**src/rtl/noc_flit_responder_if.sv**
```systemverilog
// Single-flit request/response link between a processing element and the
// network responder. The master modport is the PE side; the slave modport is the responder.
interface noc_flit_responder_if #(
  parameter int WIDTH = 32
);
  // Handshake: the producer holds *_dataValid with stable data until the
  // consumer raises *_dataDeq in the same cycle. The flit transfers on that
  // rising clock edge. Deq is never raised while valid is low.
  logic [WIDTH-1:0] req_dataIn;
  logic             req_dataValid;
  logic             req_dataDeq;
  logic [WIDTH-1:0] rsp_dataOut;
  logic             rsp_dataValid;
  logic             rsp_dataDeq;

  modport master (
    output req_dataIn,
    output req_dataValid,
    input  req_dataDeq,
    input  rsp_dataOut,
    input  rsp_dataValid,
    output rsp_dataDeq
  );

  modport slave (
    input  req_dataIn,
    input  req_dataValid,
    output req_dataDeq,
    output rsp_dataOut,
    output rsp_dataValid,
    input  rsp_dataDeq
  );
endinterface

```
**src/rtl/noc_flit_responder.sv**
```systemverilog
// Far-end responder for a PE link: decodes request opcodes, waits LATENCY cycles, queues responses.
// Optional accept/dequeue tracing is enabled by defining NOC_RESPONDER_TRACE_EN.
module noc_flit_responder #(
  parameter int WIDTH   = 32,
  parameter int DEPTH   = 4,
  parameter int LATENCY = 2
) (
  input  logic                CLK,
  input  logic                RST,
  noc_flit_responder_if.slave link,
  output logic [15:0]         rx_count,
  output logic [15:0]         tx_count,
  output logic                busy,
  output logic [1:0]          dbg_state
);

  localparam int PW = WIDTH - 4;
  localparam int AW = $clog2(DEPTH);
  localparam int CW = AW + 1;

  localparam logic [2:0]    OP_INCR = 3'd1;
  localparam logic [2:0]    OP_DROP = 3'd2;
  localparam logic [2:0]    OP_ERR  = 3'd7;
  localparam logic [3:0]    LAT     = 4'(LATENCY);
  localparam logic [CW-1:0] FULL    = CW'(DEPTH);

  typedef enum logic [1:0] {
    S_IDLE = 2'd0,
    S_WAIT = 2'd1,
    S_PUSH = 2'd2
  } state_e;

  state_e          state_q, state_d;
  logic [3:0]      wcnt_q, wcnt_d;
  logic [2:0]      op_q, op_d;
  logic [PW-1:0]   pay_q, pay_d;
  logic [AW-1:0]   rd_ptr_q, rd_ptr_d;
  logic [AW-1:0]   wr_ptr_q, wr_ptr_d;
  logic [CW-1:0]   count_q, count_d;
  logic [15:0]     rx_q, rx_d;
  logic [15:0]     tx_q, tx_d;
  logic [WIDTH-1:0] mem_q [DEPTH];

  logic             accept;
  logic             q_full;
  logic             q_empty;
  logic             enq;
  logic             deq;
  logic [2:0]       op_out;
  logic [PW-1:0]    pay_out;
  logic [WIDTH-1:0] rsp_flit;
  logic             unused_req_msb;

  assign unused_req_msb = link.req_dataIn[WIDTH-1];

  assign q_full  = (count_q == FULL);
  assign q_empty = (count_q == '0);

  // Request pop is combinational so the PE sees it in the same cycle; reset gates it off.
  assign accept           = RST && (state_q == S_IDLE) && link.req_dataValid;
  assign link.req_dataDeq = accept;

  // Fullness is judged on the count at cycle start, so a same-cycle pop never makes room.
  assign enq = (state_q == S_PUSH) && (op_q != OP_DROP) && !q_full;
  assign deq = link.rsp_dataDeq && !q_empty;

  always_comb begin
    op_out   = (op_q >= 3'd3) ? OP_ERR : op_q;
    pay_out  = (op_q == OP_INCR) ? (pay_q + PW'(1)) : pay_q;
    rsp_flit = {1'b0, op_out, pay_out};
  end

  always_comb begin
    state_d = state_q;
    wcnt_d  = wcnt_q;
    op_d    = op_q;
    pay_d   = pay_q;
    unique case (state_q)
      S_IDLE: begin
        if (accept) begin
          op_d    = link.req_dataIn[WIDTH-2:WIDTH-4];
          pay_d   = link.req_dataIn[PW-1:0];
          wcnt_d  = LAT;
          state_d = (LAT != 4'd0) ? S_WAIT : S_PUSH;
        end
      end
      S_WAIT: begin
        wcnt_d = wcnt_q - 4'd1;
        if (wcnt_q <= 4'd1) begin
          state_d = S_PUSH;
        end
      end
      S_PUSH: begin
        if ((op_q == OP_DROP) || !q_full) begin
          state_d = S_IDLE;
        end
      end
      default: state_d = S_IDLE;
    endcase
  end

  always_comb begin
    rd_ptr_d = rd_ptr_q;
    wr_ptr_d = wr_ptr_q;
    count_d  = count_q;
    rx_d     = rx_q;
    tx_d     = tx_q;
    if (enq) begin
      wr_ptr_d = wr_ptr_q + AW'(1);
    end
    if (deq) begin
      rd_ptr_d = rd_ptr_q + AW'(1);
      tx_d     = tx_q + 16'd1;
    end
    unique case ({enq, deq})
      2'b10:   count_d = count_q + CW'(1);
      2'b01:   count_d = count_q - CW'(1);
      default: count_d = count_q;
    endcase
    if (accept) begin
      rx_d = rx_q + 16'd1;
    end
  end

  always_ff @(posedge CLK) begin
    if (!RST) begin
      state_q  <= S_IDLE;
      wcnt_q   <= '0;
      op_q     <= '0;
      pay_q    <= '0;
      rd_ptr_q <= '0;
      wr_ptr_q <= '0;
      count_q  <= '0;
      rx_q     <= '0;
      tx_q     <= '0;
    end else begin
      state_q  <= state_d;
      wcnt_q   <= wcnt_d;
      op_q     <= op_d;
      pay_q    <= pay_d;
      rd_ptr_q <= rd_ptr_d;
      wr_ptr_q <= wr_ptr_d;
      count_q  <= count_d;
      rx_q     <= rx_d;
      tx_q     <= tx_d;
    end
  end

  // Storage needs no reset: the output is masked to zero whenever the queue is empty.
  always_ff @(posedge CLK) begin
    if (RST && enq) begin
      mem_q[wr_ptr_q] <= rsp_flit;
    end
  end

  assign link.rsp_dataOut   = q_empty ? '0 : mem_q[rd_ptr_q];
  assign link.rsp_dataValid = !q_empty;
  assign rx_count           = rx_q;
  assign tx_count           = tx_q;
  assign busy               = (state_q != S_IDLE) || !q_empty;
  assign dbg_state          = state_q;

`ifdef NOC_RESPONDER_TRACE_EN
  always_ff @(posedge CLK) begin
    if (RST) begin
      if (accept) begin
        $display("RSP: req op=%0d payload=0x%07x",
                 link.req_dataIn[WIDTH-2:WIDTH-4], link.req_dataIn[PW-1:0]);
      end
      if (deq) begin
        $display("RSP: sent flit [0x%08x]", link.rsp_dataOut);
      end
    end
  end
`else
  // Tracing disabled: no display logic is built.
`endif

endmodule

```
**src/flat_wrapper.sv**
```systemverilog
// flat-port wrapper written by rule: the top's interface ports become plain ports
module noc_flit_responder_flat 
#(
  parameter int WIDTH   = 32,
  parameter int DEPTH   = 4,
  parameter int LATENCY = 2
)
  (CLK, RST, rx_count, tx_count, busy, dbg_state, link_req_dataIn, link_req_dataValid, link_req_dataDeq, link_rsp_dataOut, link_rsp_dataValid, link_rsp_dataDeq);
  noc_flit_responder_if #(.WIDTH(WIDTH)) link_i ();
  input  logic CLK;
  input  logic RST;
  output logic [15:0] rx_count;
  output logic [15:0] tx_count;
  output logic busy;
  output logic [1:0] dbg_state;
  input wire logic [$bits(link_i.req_dataIn)-1:0] link_req_dataIn;
  input wire logic [$bits(link_i.req_dataValid)-1:0] link_req_dataValid;
  output wire logic [$bits(link_i.req_dataDeq)-1:0] link_req_dataDeq;
  output wire logic [$bits(link_i.rsp_dataOut)-1:0] link_rsp_dataOut;
  output wire logic [$bits(link_i.rsp_dataValid)-1:0] link_rsp_dataValid;
  input wire logic [$bits(link_i.rsp_dataDeq)-1:0] link_rsp_dataDeq;
  assign link_i.req_dataIn = link_req_dataIn;
  assign link_i.req_dataValid = link_req_dataValid;
  assign link_req_dataDeq = link_i.req_dataDeq;
  assign link_rsp_dataOut = link_i.rsp_dataOut;
  assign link_rsp_dataValid = link_i.rsp_dataValid;
  assign link_i.rsp_dataDeq = link_rsp_dataDeq;
  noc_flit_responder #(.WIDTH(WIDTH), .DEPTH(DEPTH), .LATENCY(LATENCY)) u_core (.CLK(CLK), .RST(RST), .link(link_i), .rx_count(rx_count), .tx_count(tx_count), .busy(busy), .dbg_state(dbg_state));
endmodule
```
**config.mk**
```make
export PLATFORM = sky130hd
export DESIGN_NAME = noc_flit_responder_flat
export DESIGN_NICKNAME = d
export VERILOG_FILES = /design/src/rtl/noc_flit_responder_if.sv /design/src/rtl/noc_flit_responder.sv /design/src/flat_wrapper.sv
export SDC_FILE = /design/constraint.sdc
export NUM_CORES = 1
export LEC_CHECK = 0
export CAP_MARGIN = 5
export CELL_PAD_IN_SITES_DETAIL_PLACEMENT = 1
export CELL_PAD_IN_SITES_GLOBAL_PLACEMENT = 1
export CORE_AREA = 4 4 143 145
export DETAILED_ROUTE_END_ITERATION = 6
export DIE_AREA = 0 0 147 149
export GPL_TIMING_DRIVEN = 0
export HOLD_SLACK_MARGIN = 0.02
export PLACE_DENSITY = 0.86
export SETUP_SLACK_MARGIN = 0.2
export SLEW_MARGIN = 20
export SYNTH_ARGS = -nofsm -noshare
export SYNTH_HDL_FRONTEND = slang
export SYNTH_SLANG_ARGS = --single-unit
```
**constraint.sdc**
```tcl
create_clock -name CLK -period 2.7 [get_ports CLK]
set_clock_uncertainty 0.05 [all_clocks]
set_input_delay 0.405 -clock CLK [delete_from_list [all_inputs] [get_ports CLK]]
set_output_delay 0.405 -clock CLK [all_outputs]
set_load 0.005 [all_outputs]
```
==> impl_metrics.yaml, run 1 <==
timing:
  hold_violations: 0
  tightestPinTransition_ps: 624
  fmaxAchievable_mhz: 385
  min_period_ps: 2600
  setup_ws_ps: 105
  setup_viol: 0
  relSlewSlack_pct: 58.1
  finalCritPeriodShare_pct: 96.1
  slew_viol_final: 0
  holdWs_ps: 402
  rsz0062_at_grt: "yes"
run_status:
  outcome: "complete, no violations"
critical_path:
  worst-path-max-fanout: 6
  cp-start-kind: "flop"
  rr_startpoint: "u_core.pay_q[6]"
  required_ps: 2250
  worstRegToRegCells: 5
  regToRegSetupSlack_ps: 240
  r2r_end: "u_core.mem_q[1][18]"
  worst_ep_arrival_time_ps: 2140
  worstSetupEndpointType: "output pin"
  worstSetupPathType: "flop to output pin"
  endpoint: "link_rsp_dataOut[28]"
routing:
  drt_wl_total_um: 22700
  wl_per_cell_um: 20.7
  drt_first_pass_iters: 5
  drt_iter0_drc: 315
  drc_errors: 0
  drtAntennaViolNets: 0
  via_per_inst: 5.38
  num_vias: 5909
yosys:
  synth.avg_cell_area_um2: 12.6
  synth_seq_area_share_pct: 62.0
  synth-async-reset-ratio_pct: 0
  synthFlopType: "edfxtp_1"
  ys_types: 46
  synth_fp_nets: 721
  synth_top_area_cell: "edfxtp_1"
  synth_top_area_share_pct: 43.7
  synth_cells: 674
  synth_seq_cells: 202
  yosysWarningCount: 0
  synthesis.area_um2: 8520
  synth_edf_count: 124
  yosys-top-cells-area: "edfxtp_1 44%, dfxtp_1 18%, mux4_2 8.2%"
clock_tree:
  clk_pin_slew_ps: 60
  cts_sinks: 202
  htreeDepth: 1
  clock_path_buffers: 3
  clkLatencyLatePin_ps: 490
  numCtsBuffers: 21
  hold_buffers: 0
  cts_tree: "done"
  root_buffer: "clkbuf_16"
floorplan:
  num_rows: 51
  initial_core_util_pct: 44.4
  coreArea_um2: 19200
  design.portCount: 105
  fp.dieArea_um2: 21900
  die_w_um: 147
  chipHeight_um: 149
grt:
  grt-ovfl-total: 0
  grt_use_total_pct: 20.6
  grt_pass1_wl_um: 35700
  grt_pass1_vias: 6432
  grt_max_degree: 28
  antenna_found_initial: 0
hold_path:
  worstHoldStart: "link_req_dataIn[7]"
  holdCritPathClass: "input port to flop"
placed_design:
  io_buffers: 102
  place_ws_ps: -466
  gp_congestion: 0.835
  dpl.hpwl_um: 15300
power_and_ir_drop:
  p_leak_nw: 3.88
  peakVddDrop_mv: 0.366
  p_per_area_nw_per_um2: 707
cells_and_area:
  final_common_cell: "edfxtp_1"
  layout.nets: 868
  layout-drive-gt1-share_pct: 17.5
  area_delta_synth_final_pct: 28.8
  diodes: 0
  final_cell_mix: "124 x edfxtp_1, 87 x nand2_1, 75 x dfxtp_1"
run:
  maxCapViolCount: 0
-- Yosys cell counts, types with 5 or more instances --
library cell	number
o21ai_0	8
or3_1	6
o31ai_1	8
clkbuf_1	21
nor3_1	13
nor4_1	5
ha_1	10
mux4_2	31
nand2_1	87
dfxtp_1	78
inv_1	19
xnor2_1	32
edfxtp_1	124
a21oi_1	15
nor2_1	43
nand4_1	17
xor2_1	18
and3_1	6
nor2b_1	32
or4_1	6
nand3_1	51
-- metrics by stage --
step / power [W] / utilization (%) / setup TNS [ps] / std cells / area (µm²)
4_1_cts: 0.00773 / 56.6 / 0 / 1092 / 10900
5_1_grt: 0.00809 / 57.2 / 0 / 1099 / 11000
3_5_place_dp: 0.00471 / 51.9 / -2400 / 1045 / 9960
3_3_place_gp: 0.00466 / 51.4 / -59410 / 1041 / 9880
6_report: 0.00776 / 57.2 / 0 / 1099 / 11000
2_1_floorplan: 0.00416 / - / 0 / 674 / 8520
-- flip-flops by register name, indices dropped and copies added (netlist names), named ones only --
register          cells
u_core.mem_q        124
u_core.pay_q         28
u_core.rx_count      16
u_core.tx_count      16
u_core.wcnt_q         4
u_core.count_q        3
u_core.op_q           3
u_core.dbg_state      2
u_core.rd_ptr_q       2
u_core.wr_ptr_q       2
-- power breakdown --
group / internal [W] / leakage (nW) / switching, W
Clock: 0.00171 / 0.317 / 0.00116
Sequential: 0.00340 / 1.78 / 0.000123
Combinational: 0.000729 / 1.79 / 0.000639
Total: 0.00584 / 3.88 / 0.00192
-- worst min-delay path by stage --
stage,endpoint,slack [ps],cells past startpoint
2_1_floorplan,u_core.pay_q[27],400,2
3_3_place_gp,u_core.pay_q[27],420,2
3_5_place_dp,u_core.pay_q[27],420,2
4_1_cts,u_core.pay_q[7],390,3
5_1_grt,u_core.pay_q[25],400,3
6_report,u_core.pay_q[7],400,3
-- critical path: stages (launching register included) --
cell and delay, ps:
dfxtp_4 370, buf_12 130, buf_6 110, buf_12 100, mux4_2 530, nor2b_4 150, dlygate4sd2_1 260
-- routing by layer --
layer | up-vias | global-route usage [%] | share of wire [%]
li1 | 2742 | - | -
met1 | 2975 | 26.4 | 42
met2 | 162 | 36.5 | 51
met3 | 30 | 3.68 | 5.1
met4 | 0 | 4.99 | 2.0
met5 | - | 0 | 0
-- final cells by class --
class | instances | area, µm²
plain buffers | 29 | 200
clock buffers | 25 | 541
clock inverters | 11 | 135
fillers | 1962 | 8230
inverters | 21 | 78.8
multi-input cells | 422 | 3160
flip-flops and latches | 202 | 5290
well taps | 265 | 332
repair buffers | 124 | 1240
-- cell families (layout without fill, tap and decap cells) --
logic type	Yosys count	after routing	synth area share (%)
fa+ha+maj	11	11	1.70
compound gates	38	38	2.85
other cells	1	1	0.0440
simple gates	285	285	17.0
xor+xnor	50	50	5.14
mux	37	37	8.94
flops	202	202	62.0
buf+inv	50	210	2.30
-- timing repair --
item | CTS | global route
endpoints found under the setup margin | 34 | 64
gates resized for setup | 82 | 57
gates cloned | 3 | 0
setup buffers | 8 | 7
pin swaps | 1 | 0
No activity file was read; power rests on OpenSTA's default activity.
==> run 2: changes to the inputs <==
- HOLD_SLACK_MARGIN: 0.02 -> 0.12
==> results of run 2 <==
Same layout as run 1: the final DEF is identical, and so are final timing and power.
